[src/rtl/write_back_unit.sv]
// Write-back stage: selects ALU/MEM/LINK result, formats load data (byte/half
// lane extraction with sign/zero extension) and stalls upstream while a load
// is waiting for its memory data, with an optional timeout abort.
module write_back_unit #(
  parameter  int unsigned DATA_WIDTH     = 32,
  parameter  int unsigned REG_ADDR_WIDTH = 5,
  parameter  int unsigned TIMEOUT_CYCLES = 16,
  localparam int unsigned OFFS_W         = $clog2(DATA_WIDTH / 8)
) (
  input  logic                      clk,
  input  logic                      rst_n,
  input  logic                      valid_in,
  input  logic                      reg_wr_en_in,
  input  logic [REG_ADDR_WIDTH-1:0] reg_wr_addr_in,
  input  logic [1:0]                wb_sel_in,
  input  logic [DATA_WIDTH-1:0]     alu_data_in,
  input  logic [DATA_WIDTH-1:0]     link_data_in,
  input  logic [DATA_WIDTH-1:0]     mem_data_in,
  input  logic                      mem_data_valid_in,
  input  logic [1:0]                mem_size_in,
  input  logic                      mem_sign_in,
  input  logic [OFFS_W-1:0]         mem_offset_in,
  output logic                      stall_out,
  output logic                      reg_wr_en_out,
  output logic [REG_ADDR_WIDTH-1:0] reg_wr_addr_out,
  output logic [DATA_WIDTH-1:0]     reg_wr_data_out,
  output logic                      mem_timeout_out
);

  // Counter only needs to reach TIMEOUT_CYCLES-1.
  localparam int unsigned CNT_W = (TIMEOUT_CYCLES > 1) ? $clog2(TIMEOUT_CYCLES) : 1;

  localparam logic [1:0] SEL_MEM   = 2'b01;
  localparam logic [1:0] SEL_LINK  = 2'b10;
  localparam logic [1:0] SIZE_BYTE = 2'b00;
  localparam logic [1:0] SIZE_HALF = 2'b01;

  typedef enum logic {
    IDLE     = 1'b0,
    WAIT_MEM = 1'b1
  } state_t;

  state_t                    state, state_nxt;
  logic [CNT_W-1:0]          cnt, cnt_nxt;
  logic                      cap_en, cap_en_nxt;
  logic [REG_ADDR_WIDTH-1:0] cap_addr, cap_addr_nxt;
  logic [1:0]                cap_size, cap_size_nxt;
  logic                      cap_sign, cap_sign_nxt;
  logic [OFFS_W-1:0]         cap_off, cap_off_nxt;
  logic                      wr_en_nxt;
  logic [REG_ADDR_WIDTH-1:0] wr_addr_nxt;
  logic [DATA_WIDTH-1:0]     wr_data_nxt;
  logic                      timeout_nxt;
  logic [DATA_WIDTH-1:0]     sel_data_c;
  logic                      load_late_c;

  // Big-endian lane extraction: offset 0 is the most significant byte.
  function automatic logic [DATA_WIDTH-1:0] format_load(
    input logic [DATA_WIDTH-1:0] raw,
    input logic [1:0]            size,
    input logic                  sign,
    input logic [OFFS_W-1:0]     off
  );
    int unsigned lane;
    int unsigned bsh;
    int unsigned hsh;
    logic [7:0]  b;
    logic [15:0] h;
    lane = 32'(off);
    bsh  = DATA_WIDTH - 8 - 8 * lane;
    hsh  = DATA_WIDTH - 16 - 16 * (lane >> 1);
    b    = 8'(raw >> bsh);
    h    = 16'(raw >> hsh);
    case (size)
      SIZE_BYTE: format_load = {{(DATA_WIDTH - 8){sign & b[7]}}, b};
      SIZE_HALF: format_load = {{(DATA_WIDTH - 16){sign & h[15]}}, h};
      default:   format_load = raw;
    endcase
  endfunction

  // Result mux for an instruction completing directly from IDLE.
  always_comb begin
    sel_data_c = alu_data_in;
    case (wb_sel_in)
      SEL_MEM:  sel_data_c = format_load(mem_data_in, mem_size_in, mem_sign_in, mem_offset_in);
      SEL_LINK: sel_data_c = link_data_in;
      default:  sel_data_c = alu_data_in;
    endcase
  end

  assign load_late_c = (wb_sel_in == SEL_MEM) && !mem_data_valid_in;

  // State, capture and output registers.
  always_ff @(posedge clk or negedge rst_n) begin
    if (!rst_n) begin
      state           <= IDLE;
      cnt             <= '0;
      cap_en          <= 1'b0;
      cap_addr        <= '0;
      cap_size        <= '0;
      cap_sign        <= 1'b0;
      cap_off         <= '0;
      reg_wr_en_out   <= 1'b0;
      reg_wr_addr_out <= '0;
      reg_wr_data_out <= '0;
      mem_timeout_out <= 1'b0;
    end else begin
      state           <= state_nxt;
      cnt             <= cnt_nxt;
      cap_en          <= cap_en_nxt;
      cap_addr        <= cap_addr_nxt;
      cap_size        <= cap_size_nxt;
      cap_sign        <= cap_sign_nxt;
      cap_off         <= cap_off_nxt;
      reg_wr_en_out   <= wr_en_nxt;
      reg_wr_addr_out <= wr_addr_nxt;
      reg_wr_data_out <= wr_data_nxt;
      mem_timeout_out <= timeout_nxt;
    end
  end

  // Next-state, capture and write-back decision.
  always_comb begin
    state_nxt    = state;
    cnt_nxt      = cnt;
    cap_en_nxt   = cap_en;
    cap_addr_nxt = cap_addr;
    cap_size_nxt = cap_size;
    cap_sign_nxt = cap_sign;
    cap_off_nxt  = cap_off;
    wr_en_nxt    = 1'b0;
    wr_addr_nxt  = reg_wr_addr_out;
    wr_data_nxt  = reg_wr_data_out;
    timeout_nxt  = 1'b0;

    case (state)
      IDLE: begin
        if (valid_in) begin
          if (load_late_c) begin
            cap_en_nxt   = reg_wr_en_in && (reg_wr_addr_in != '0);
            cap_addr_nxt = reg_wr_addr_in;
            cap_size_nxt = mem_size_in;
            cap_sign_nxt = mem_sign_in;
            cap_off_nxt  = mem_offset_in;
            cnt_nxt      = '0;
            state_nxt    = WAIT_MEM;
          end else begin
            wr_en_nxt   = reg_wr_en_in && (reg_wr_addr_in != '0);
            wr_addr_nxt = reg_wr_addr_in;
            wr_data_nxt = sel_data_c;
          end
        end
      end

      WAIT_MEM: begin
        if (mem_data_valid_in) begin
          // Arriving data beats a simultaneous timeout.
          wr_en_nxt   = cap_en;
          wr_addr_nxt = cap_addr;
          wr_data_nxt = format_load(mem_data_in, cap_size, cap_sign, cap_off);
          state_nxt   = IDLE;
        end else if ((TIMEOUT_CYCLES != 0) && (cnt == CNT_W'(TIMEOUT_CYCLES - 1))) begin
          timeout_nxt = 1'b1;
          state_nxt   = IDLE;
        end else if (TIMEOUT_CYCLES != 0) begin
          cnt_nxt = cnt + CNT_W'(1);
        end
      end

      default: state_nxt = IDLE;
    endcase
  end

  // Stall is a direct decode of the state flop.
  assign stall_out = (state == WAIT_MEM);

endmodule

[config.mk]
export PLATFORM = sky130hd
export DESIGN_NAME = write_back_unit
export DESIGN_NICKNAME = d
export VERILOG_FILES = /design/src/rtl/write_back_unit.sv
export SDC_FILE = /design/constraint.sdc
export NUM_CORES = 1
export LEC_CHECK = 0
export CORE_ASPECT_RATIO = 0.5
export CORE_MARGIN = 2
export CORE_UTILIZATION = 46
export CTS_CLUSTER_DIAMETER = 120
export DETAILED_ROUTE_END_ITERATION = 8
export GPL_TIMING_DRIVEN = 0
export PLACE_DENSITY = 0.87
export SLEW_MARGIN = 20
export SYNTH_ARGS = -nofsm -noshare
export SYNTH_HDL_FRONTEND = slang
export SYNTH_SLANG_ARGS = --single-unit
[constraint.sdc]
create_clock -name clk -period 2.25 [get_ports clk]
set_input_delay 0.45 -clock clk [delete_from_list [all_inputs] [get_ports clk]]
set_output_delay 0.45 -clock clk [all_outputs]
set_load 0.01 [all_outputs]
==> metrics <==
layout-stage area growth over the synthesis result 46.3%; unrepaired setup endpoints after global routing true; y dimension of the die 71.5 um; maximum level of the CTS H-tree 2; count of pins over their slew limit 0; placed wire-length estimate after detailed placement 12500 um; weighted congestion reported at the end of routability-driven placement 0.995; setup slack after placement -809 ps; DIE WIDTH 139 um; sequential-to-total area share from yosys stat 32.8%; site row count 24; Worst setup SP type input pin; CTS tree yes; All-Layer GR Usage 33.1%; most common cell in the synthesized netlist nand2_1; Antenna Violating Nets Remaining 0; ys flop type dfrtp_1; area of the multi-input gates 0.00265 mm^2; top post-synthesis cells by count nand2_1, dfrtp_1, o21ai_0, nor2_1, clkbuf_1; wire length after detailed routing 16800 um; antenna violations before repair 0; post-layout minimum cycle time 2220 ps; number of cells produced by synthesis 517; antenna diode instance count 0; ratio of final minimum period to clock period 98.6%; area of the core 0.00877 mm^2; overall die area 0.00994 mm^2; worst-skew pair later-pin latency 300 ps; global route overflow 0; number of endpoints with negative hold slack in the final report 0; number of global-route vias before repair 4757; net count of the mapped netlist 633; area share of the largest cell type after synthesis 32.8%; final-report setup violation count 0; per-cell via count in the routed design 6.24; ranking of synthesized cells by area dfrtp_1, nand2_1, o21ai_0; data arrival at the endpoint of the critical path 2400 ps; setup ws final 31.4 ps; Max Buffers Root-to-Sink 2; clock skew after layout 6.43 ps; ratio of cells with drive above 1 in the final layout 11.5%; static leakage 2.52 nW; total iterations of the first detailed-routing run 6; detailed router's first-iteration violation count 572; net total in the final layout 791; post-synthesis cell type with the largest combined area dfrtp_1; final total power 3.85 mW; total via count in the routed design 4952; starting density of the core 47.8%; number of filler instances in the final layout 743; Synth async-reset ratio 100%; port buffer count 150; number of synthesized flops with an enable pin 0; sequential cell area 0.00138 mm^2; sort of element at the end of the critical path flip-flop; max-capacitance violation count 0; worst max-slew margin expressed relative to the limit 44.4%; peak supply drop 423 uV; final routed wire length divided by cell count 21.1 um; Critical Path Fanout Max 10; required time at the endpoint of the critical path 2440 ps; maximum number of pins on one net before global-route repair 30; library cells used by synthesis 51; Post-Syn Area per Cell 8.10 um^2; power per cell area 628 mW/mm^2; outcome finished clean; upper clock frequency limit 0.451 GHz; CTS clk-pin slew, worst paths 80 ps; slew at the pin closest to its max-slew limit 828 ps; Residual DRC 0; count of pins on the block boundary 153; library cell used as clock root buffer clkbuf_16; worst hold margin 62.3 ps; count of warnings emitted by yosys 0; Synth Cell Area 0.00419 mm^2; Min-Delay Path Class input pin to asynchronous set/reset pin; clock tree sinks 55; CTS Buf Count 5; kind of critical path input pin to flip-flop; FF+latch count, synth 55; wire length of the first global-routing pass 25600 um
state kept, by name, indices dropped and copies added (netlist names):
signal           flops
cnt                  4
reg_wr_en_out        1
cap_sign             1
cap_addr             5
cap_size             2
reg_wr_addr_out      5
reg_wr_data_out     32
mem_timeout_out      1
stall_out            1
cap_en               1
cap_off              2
per-stage QoR:
stage          cell area [um^2]  TNS, ps  utilization [%]  std cells
6_report                   6130        0             69.9        793
5_1_grt                    6130    -15.3             69.9        793
4_1_cts                    6070    -64.3             69.2        792
3_5_place_dp               5860   -31740             66.8        785
3_3_place_gp               5840   -91910             66.6        784
2_1_floorplan              4190        0                -        517
logic make-up (layout without fill, tap and decap cells):
group                      Yosys count  after routing  share of synthesized area [%]
AOI/OAI and AO/OA                  166            166                           28.8
adders and majority gates            3              3                          0.896
muxes                               32             32                           9.85
DFF                                 55             55                           32.8
and+or+nand+nor                    203            204                           21.4
buffers and inverters               56            214                           5.76
xor gates and xnor gates             2              2                          0.418
power breakdown:
group / total [mW] / switching (mW) / internal [mW]
sequential: 1.32 / 0.140 / 1.18
combinational: 1.67 / 0.820 / 0.852
clock: 0.860 / 0.412 / 0.448
layout by cell type, fill, tap and decap left out, drive strengths merged, types with 2 or more instances in the layout:
cell / Yosys / routed
dlymetal6s2s: 0 / 2
o21ai: 45 / 45
o211ai: 3 / 3
a21boi: 8 / 8
mux2: 14 / 14
dlygate4sd2: 0 / 2
buf: 15 / 24
inv: 12 / 12
and2: 3 / 3
mux2i: 12 / 12
a221oi: 12 / 12
nor3: 9 / 9
nand3: 3 / 3
a211o: 4 / 4
a31oi: 5 / 5
mux4: 6 / 6
clkbuf: 29 / 27
ha: 3 / 3
a211oi: 20 / 20
dfrtp: 55 / 55
nand2: 117 / 117
or4: 2 / 2
a32o: 18 / 18
nand2b: 7 / 7
nor2: 35 / 35
a221o: 6 / 6
nor2b: 10 / 11
o311a: 3 / 3
or2: 2 / 2
a22oi: 16 / 16
xor2: 2 / 2
and3: 8 / 8
a21oi: 12 / 12
a22o: 6 / 6
clkdlybuf4s50: 0 / 145
path summary, 6_finish.rpt:
path                                         start                               to  slack [ps]  cells after the start
max                                   wb_sel_in[0]  reg_wr_data_out[30]$_DFFE_PN0P_          30                      9
min                                          rst_n  reg_wr_data_out[11]$_DFFE_PN0P_          60                      1
max reg2reg                    stall_out$_DFF_PN0_  reg_wr_data_out[27]$_DFFE_PN0P_          90                      6
min reg2reg                cap_addr[1]$_DFFE_PN0P_          cap_addr[1]$_DFFE_PN0P_         480                      2
max in group asynchronous                    rst_n  reg_wr_data_out[21]$_DFFE_PN0P_        1690                      2
min in group clk                  mem_offset_in[0]           cap_off[0]$_DFFE_PN0P_         470                      3
worst max-delay path: stages:
cell,delay [ps]
clkdlybuf4s50_1,510
inv_1,90
ha_4,310
inv_2,140
nand2_1,130
a41oi_4,250
buf_4,220
nand2_1,70
a32o_1,230
cell type report:
type                    count  share of cell area (%)
plain buffers              41                    3.69
clock inverters             2                   0.265
clock buffers               6                    2.26
well taps                 117                    2.39
repair buffers            153                    25.1
flip-flops and latches     55                    22.4
multi-input cells         407                    43.2
inverters                  12                   0.735
per-layer routing:
metal / vias up / track usage [%] / wire length, um
met2: 326 / 50.7 / 7350
li1: 2216 / - / -
met1: 2365 / 44.6 / 6880
met5: - / 0 / 0
met4: 0 / 8.19 / 352
met3: 45 / 12.9 / 2190
timing repair:
action | in CTS | in global routing
setup buffers | 1 | 1
cloned | 0 | 1
endpoints found under the setup margin | 50 | 45
hold buffers | 0 | 0
resized for setup | 25 | 35
pin swaps | 0 | 2
Note: power is estimated with default switching activity, not from simulation.
